### config.mk
export PLATFORM = sky130hd
export DESIGN_NAME = proc_ctrl_fsm_flat
export DESIGN_NICKNAME = d
export VERILOG_FILES = /design/src/rtl/proc_ctrl_fsm_pkg.sv /design/src/rtl/proc_ctrl_fsm_if.sv /design/src/rtl/proc_ctrl_fsm_step_counter.sv /design/src/rtl/proc_ctrl_fsm.sv /design/src/flat_wrapper.sv
export SDC_FILE = /design/constraint.sdc
export NUM_CORES = 1
export LEC_CHECK = 0
export ABC_AREA = 1
export CORE_UTILIZATION = 40
export DETAILED_ROUTE_END_ITERATION = 8
export PLACE_DENSITY = 0.82
export REMOVE_ABC_BUFFERS = 1
export SETUP_SLACK_MARGIN = 0.4
export SYNTH_ARGS = -nofsm -noshare
export SYNTH_HDL_FRONTEND = slang
export SYNTH_HIERARCHICAL = 1
export SYNTH_SLANG_ARGS = --single-unit
export TNS_END_PERCENT = 50
### constraint.sdc
create_clock -name Clock -period 3.1 [get_ports Clock]
set_clock_uncertainty 0.15 [all_clocks]
set_input_delay 0.62 -clock Clock [delete_from_list [all_inputs] [get_ports Clock]]
set_output_delay 0.62 -clock Clock [all_outputs]
set_load 0.02 [all_outputs]
### src/rtl/proc_ctrl_fsm_pkg.sv
// Shared definitions for the multicycle processor control unit:
// opcodes, time-step encoding and instruction field positions.
package proc_pkg;

  localparam int DIN_W = 16;
  localparam int IR_W  = 9;

  localparam logic [2:0] OP_MV  = 3'b000;
  localparam logic [2:0] OP_MVI = 3'b001;
  localparam logic [2:0] OP_ADD = 3'b010;
  localparam logic [2:0] OP_SUB = 3'b011;

  typedef enum logic [1:0] {
    T0 = 2'd0,
    T1 = 2'd1,
    T2 = 2'd2,
    T3 = 2'd3
  } tstep_t;

  localparam int III_HI = 8;
  localparam int III_LO = 6;
  localparam int X_HI   = 5;
  localparam int X_LO   = 3;
  localparam int Y_HI   = 2;
  localparam int Y_LO   = 0;

  function automatic logic is_addsub(input logic [2:0] op);
    return (op == OP_ADD) || (op == OP_SUB);
  endfunction

endpackage

### src/rtl/proc_ctrl_fsm_if.sv
// Run/DIN request side plus all control strobes of the processor control unit.
// Handshake: Run is a level request, sampled only when Tstep==T0; DIN must hold
// the instruction in that cycle and the mvi immediate in the following T1.
interface proc_ctrl_fsm_if;
  import proc_pkg::*;

  logic              Run;
  logic [DIN_W-1:0]  DIN;
  logic [2:0]        Rin_sel;
  logic              Rin_en;
  logic [2:0]        Rout_sel;
  logic              Rout_en;
  logic              Ain;
  logic              Gin;
  logic              Gout;
  logic              AddSub;
  logic              DINout;
  logic              Done;
  logic [1:0]        Tstep;
  logic [IR_W-1:0]   IR;

  modport master (
    output Run, DIN,
    input  Rin_sel, Rin_en, Rout_sel, Rout_en, Ain, Gin, Gout, AddSub,
           DINout, Done, Tstep, IR
  );

  modport slave (
    input  Run, DIN,
    output Rin_sel, Rin_en, Rout_sel, Rout_en, Ain, Gin, Gout, AddSub,
           DINout, Done, Tstep, IR
  );

endinterface

### src/rtl/proc_ctrl_fsm_step_counter.sv
// Time-step register: leaves T0 only on a start request, walks forward
// otherwise, and snaps back to T0 whenever the instruction retires or aborts.
module proc_step_counter
  import proc_pkg::*;
(
  input  logic   clk,
  input  logic   rst_n,
  input  logic   start,
  input  logic   clr,
  output tstep_t tstep
);

  always_ff @(posedge clk or negedge rst_n) begin
    if (!rst_n) begin
      tstep <= T0;
    end else if (clr) begin
      tstep <= T0;
    end else if (tstep == T0) begin
      if (start) tstep <= T1;
    end else begin
      tstep <= tstep_t'(tstep + 2'd1);
    end
  end

endmodule

### src/rtl/proc_ctrl_fsm.sv
// Multicycle control unit: latches the instruction in T0 and decodes
// register/ALU/bus strobes from the current time step and opcode.
module proc_ctrl_fsm
  import proc_pkg::*;
(
  input  logic            Clock,
  input  logic            Resetn,
  proc_ctrl_fsm_if.slave  bus
);

  tstep_t          tstep;
  logic [IR_W-1:0] ir;
  logic [2:0]      op, x, y;
  logic [2:0]      rin_sel, rout_sel;
  logic            rin_en, rout_en, ain, gin, gout, addsub, dinout, done;
  logic            clr;
  logic            unused_din;

  assign op = ir[III_HI:III_LO];
  assign x  = ir[X_HI:X_LO];
  assign y  = ir[Y_HI:Y_LO];

  // Only the low IR_W bits of DIN carry the instruction.
  assign unused_din = ^bus.DIN[DIN_W-1:IR_W];

  always_ff @(posedge Clock or negedge Resetn) begin
    if (!Resetn) begin
      ir <= '0;
    end else if (tstep == T0 && bus.Run) begin
      ir <= bus.DIN[IR_W-1:0];
    end
  end

  always_comb begin
    rin_sel  = 3'd0;
    rin_en   = 1'b0;
    rout_sel = 3'd0;
    rout_en  = 1'b0;
    ain      = 1'b0;
    gin      = 1'b0;
    gout     = 1'b0;
    addsub   = 1'b0;
    dinout   = 1'b0;
    done     = 1'b0;
    case (tstep)
      T1: begin
        case (op)
          OP_MV: begin
            rout_sel = y;
            rout_en  = 1'b1;
            rin_sel  = x;
            rin_en   = 1'b1;
            done     = 1'b1;
          end
          OP_MVI: begin
            dinout  = 1'b1;
            rin_sel = x;
            rin_en  = 1'b1;
            done    = 1'b1;
          end
          OP_ADD, OP_SUB: begin
            rout_sel = x;
            rout_en  = 1'b1;
            ain      = 1'b1;
          end
          default: done = 1'b1;
        endcase
      end
      T2: begin
        if (is_addsub(op)) begin
          rout_sel = y;
          rout_en  = 1'b1;
          gin      = 1'b1;
          addsub   = op[0];
        end
      end
      T3: begin
        if (is_addsub(op)) begin
          gout    = 1'b1;
          rin_sel = x;
          rin_en  = 1'b1;
          done    = 1'b1;
        end
      end
      default: ;
    endcase
  end

  // A T2/T3 with a non-ALU opcode can only come from corruption; recover to T0.
  assign clr = done || ((tstep == T2 || tstep == T3) && !is_addsub(op));

  proc_step_counter u_step (
    .clk   (Clock),
    .rst_n (Resetn),
    .start (bus.Run),
    .clr   (clr),
    .tstep (tstep)
  );

  assign bus.Rin_sel  = rin_sel;
  assign bus.Rin_en   = rin_en;
  assign bus.Rout_sel = rout_sel;
  assign bus.Rout_en  = rout_en;
  assign bus.Ain      = ain;
  assign bus.Gin      = gin;
  assign bus.Gout     = gout;
  assign bus.AddSub   = addsub;
  assign bus.DINout   = dinout;
  assign bus.Done     = done;
  assign bus.Tstep    = tstep;
  assign bus.IR       = ir;

endmodule

### src/flat_wrapper.sv
// flat-port wrapper written by rule: the top's interface ports become plain ports
module proc_ctrl_fsm_flat import proc_pkg::*;
  (Clock, Resetn, bus_Run, bus_DIN, bus_Rin_sel, bus_Rin_en, bus_Rout_sel, bus_Rout_en, bus_Ain, bus_Gin, bus_Gout, bus_AddSub, bus_DINout, bus_Done, bus_Tstep, bus_IR);
  proc_ctrl_fsm_if bus_i ();
  input  logic Clock;
  input  logic Resetn;
  input wire logic [$bits(bus_i.Run)-1:0] bus_Run;
  input wire logic [$bits(bus_i.DIN)-1:0] bus_DIN;
  output wire logic [$bits(bus_i.Rin_sel)-1:0] bus_Rin_sel;
  output wire logic [$bits(bus_i.Rin_en)-1:0] bus_Rin_en;
  output wire logic [$bits(bus_i.Rout_sel)-1:0] bus_Rout_sel;
  output wire logic [$bits(bus_i.Rout_en)-1:0] bus_Rout_en;
  output wire logic [$bits(bus_i.Ain)-1:0] bus_Ain;
  output wire logic [$bits(bus_i.Gin)-1:0] bus_Gin;
  output wire logic [$bits(bus_i.Gout)-1:0] bus_Gout;
  output wire logic [$bits(bus_i.AddSub)-1:0] bus_AddSub;
  output wire logic [$bits(bus_i.DINout)-1:0] bus_DINout;
  output wire logic [$bits(bus_i.Done)-1:0] bus_Done;
  output wire logic [$bits(bus_i.Tstep)-1:0] bus_Tstep;
  output wire logic [$bits(bus_i.IR)-1:0] bus_IR;
  assign bus_i.Run = bus_Run;
  assign bus_i.DIN = bus_DIN;
  assign bus_Rin_sel = bus_i.Rin_sel;
  assign bus_Rin_en = bus_i.Rin_en;
  assign bus_Rout_sel = bus_i.Rout_sel;
  assign bus_Rout_en = bus_i.Rout_en;
  assign bus_Ain = bus_i.Ain;
  assign bus_Gin = bus_i.Gin;
  assign bus_Gout = bus_i.Gout;
  assign bus_AddSub = bus_i.AddSub;
  assign bus_DINout = bus_i.DINout;
  assign bus_Done = bus_i.Done;
  assign bus_Tstep = bus_i.Tstep;
  assign bus_IR = bus_i.IR;
  proc_ctrl_fsm u_core (.Clock(Clock), .Resetn(Resetn), .bus(bus_i));
endmodule
==> flow_summary_export.csv <==
group,metric,value,unit
detailed_routing,routedWlPerCell,11.2,um
placed_design,gp_routability_congestion,0.744,
die,placement_rows,15,
timing,drv_slew,0,
timing,maxClockFrequency,0.369,GHz
global_routing,grt_pass1_vias,755,
worst_setup_path,worst-r2r-cell-count,8,
worst_setup_path,data_arrival_time_of_the_worst_path,1940,ps
placed_design,post-dp-hpwl,1500,um
synthesis,avgSynthCellArea,7.68,sq um
layout,drive_above_1_share,13.0,%
die,design.portCount,44,
global_routing,grt_antenna_before_repair,0,
detailed_routing,route.antenna.remaining_nets,0,
placed_design,place.port_buffers,36,
clock_network,tritoncts,"built",
synthesis,synth_seq_area_share,35.8,%
worst_setup_path,timing.critical_path.to_type,"output pin",
synthesis,cell_variety_after_synth,21,
global_routing,global_route.usage.total,20.6,%
synthesis,syn-instance-count,100,
global_routing,maximum_number_of_pins_on_one_net_before_global_route_repair,16,
synthesis,yosys_register_bits,11,
worst_setup_path,crit_start,"u_core/u_step/tstep[1]",
run_status,run_status,"complete, no violations",
power,switching_share,49.5,%
worst_setup_path,worst_setup_path_endpoint,"bus_Rin_en",
timing,tightest_slew,471,ps
placed_design,placed_instance_area,1150,sq um
detailed_routing,via_per_inst,4.83,
worst_setup_path,reg2reg_slack,1320,ps
timing,fin_setup_tns,0,ps
layout,antenna_cells,0,
clock_network,cts_max_level,1,
synthesis,synthDominantAreaCellType,"dfrtp_1",
worst_setup_path,worst-path-max-fanout,8,
timing,hold_slack,430,ps
clock_network,clock_insertion_delay_worst_skew,260,ps
detailed_routing,violation_count_after_the_first_detailed_route_iteration,13,
layout,final_area,1180,sq um
clock_network,cts-root-to-sink-buffers,2,
die,start_util,43.5,%
layout,flow.area_growth_from_synthesis,53.9,%
power,sequentialPowerShare,26.2,%
synthesis,post_syn_area,768,sq um
layout,final.fill_count,170,
global_routing,globalRouteOverflowTotal,0,
detailed_routing,dr.pass1.iters,4,
synthesis,yosysWarnings,6,
detailed_routing,finalWirelength,1820,um
clock_network,tritoncts_num_sinks,11,
timing,rsz0062_at_grt,"yes",
clock_network,cts.hold.buffers_added,0,
power,p_comb_share,65.7,%
power,internal_power,0.587,mW
die,die_x_extent,45.8,um
worst_setup_path,rr_endpoint,"u_core/u_step/tstep[1]",
clock_network,clkTransAtPathRegs,70,ps
power,power.density_cell_area,984,nW/um^2
timing,period_minus_slack,2710,ps
timing,timing_hold_violations_final,0,
synthesis,most_frequently_used_flop_master_after_synthesis,"dfrtp_1",
worst_setup_path,crit_path_kind,"reg -> out",
power,peakVddDrop,0.000535,V
global_routing,grt_pass1_wl,3000,um
clock_network,total_clock_buffers_created_by_cts,3,
synthesis,synth.area.top_cells,"dfrtp_1 (36%), nor2_1 (11%), ha_1 (8.1%)",
power,switching_power,0.576,mW
clock_network,cts_post_setup_buffers_inserted,0,
die,die_h,45.8,um
worst_setup_path,critPathRequiredTime,2330,ps
die,die_area,2100,sq um
synthesis,synth_largest_type_area_fraction,35.8,%
die,floorplan.core_area,1760,sq um
clock_network,clockRootBuffer,"clkbuf_4",
synthesis,top_count_cell_post_synth,"nor2_1",
worst_setup_path,worstSetupStartpointType,"register",
job,cap_viol_max_count,0,
power,leakage_power_total,0.649,nW
layout,fin_nets,163,
timing,max-slew-margin-rel,68.5,%
synthesis,synth_enable_flop_cells,0,
timing,setup-violations-final,0,
power,p_clk_share,8.2,%
worst_setup_path,r2r_start,"u_core/u_step/tstep[0]",
synthesis,async_set_reset_flop_share_out_of_synthesis,100,%
detailed_routing,route.vias.total,788,
detailed_routing,post-route-drc-count,0,
hold_path,class_of_the_worst_hold_path,"reg -> reg",
synthesis,yosys-top-cells-count,"nor2_1 (22), inv_1 (16), dfrtp_1 (11), nand2_1 (11), a21oi_1 (7)",
timing,finalCritPeriodShare,87.3,%
## kinds of logic (layout without fill, tap and decap cells)
family,count (synthesis),in the layout,share of synthesized area (%)
muxes,3,3,4.40
and+or+nand+nor,49,49,32.9
DFF,11,11,35.8
AOI/OAI and AO/OA,11,11,7.49
adders and majority gates,5,5,8.14
buffers and inverters,21,59,11.2
## layer usage
layer | share of wire, % | GRT usage [%] | vias to the layer above | wire length [um]
met2 | 53 | 33.4 | 25 | 965
met1 | 40 | 23.2 | 366 | 730
met5 | 0 | 0 | - | 0
li1 | - | - | 395 | -
met4 | 1.2 | 14.7 | 0 | 21
met3 | 5.6 | 5.56 | 2 | 102
## how the worst min path moves through the flow
stage	to	slack, ps	cells past startpoint	startpoint
after floorplan	u_core/bus.IR[0]	170	0	Resetn
final	u_core/bus.IR[3]	430	2	u_core/bus.IR[3]
after global routing	u_core/bus.IR[3]	460	2	u_core/bus.IR[3]
after global placement	u_core/bus.IR[1]	420	1	u_core/bus.IR[1]
after detailed placement	u_core/bus.IR[3]	420	2	u_core/bus.IR[3]
after CTS	u_core/bus.IR[3]	430	2	u_core/bus.IR[3]
## placed cells by master (no fill, tap or decap), drive strengths merged
cell type | synthesis | layout
clkdlybuf4s50 | 0 | 27
nor2 | 26 | 26
inv | 19 | 19
nand2 | 13 | 13
dfrtp | 11 | 11
a21oi | 7 | 7
nand4 | 6 | 6
dlygate4sd2 | 0 | 5
ha | 5 | 5
dlymetal6s2s | 0 | 4
clkbuf | 1 | 4
mux2 | 3 | 3
nand3 | 3 | 3
o21ai | 3 | 3
o21bai | 1 | 1
nor3 | 1 | 1
## power groups by stage
stage               combinational, mW  clock, mW  sequential (mW)
global placement                0.754          0            0.303
detailed placement              0.772          0            0.307
floorplan                       0.387          0            0.374
CTS                             0.769      0.101            0.305
finish                          0.764     0.0950            0.304
global route                    0.835      0.107            0.316
## worst max-delay path: stages (launching register included)
cell and delay (ps):
dfrtp_1 450, inv_1 110, ha_2 270, nand3_2 130
nand2_4 110, clkdlybuf4s50_1 600
## cell type report
class	instances	area (sq um)	area share, %
multi-input combinational	68	409	34.6
sequential	11	275	23.3
tap	25	31.3	2.65
timing repair buffer	36	364	30.8
clock buffer	4	26.3	2.22
inverter	19	76.3	6.46
## flip-flops by register name, summed over array words and instances, names as in the netlist
name	cells
u_core/u_step/tstep	2
u_core/bus.IR	9
## timing repair
item / 4_1_cts / 5_1_grt
pin swaps: 0 / 0
cloned: 0 / 0
resized for setup: 6 / 4
endpoints found under the setup margin: 11 / 9
## metrics by stage
step                      util, %  worst slack [ps]  power (mW)  std cells
after detailed placement     65.2               485        1.08        159
after CTS                    66.5               266        1.17        163
after global routing         67.0               306        1.26        163
after global placement       65.2               528        1.06        159
final                        67.0               393        1.16        163
after floorplan                 -               877       0.762         98
Power figures use the tool's default switching activity.
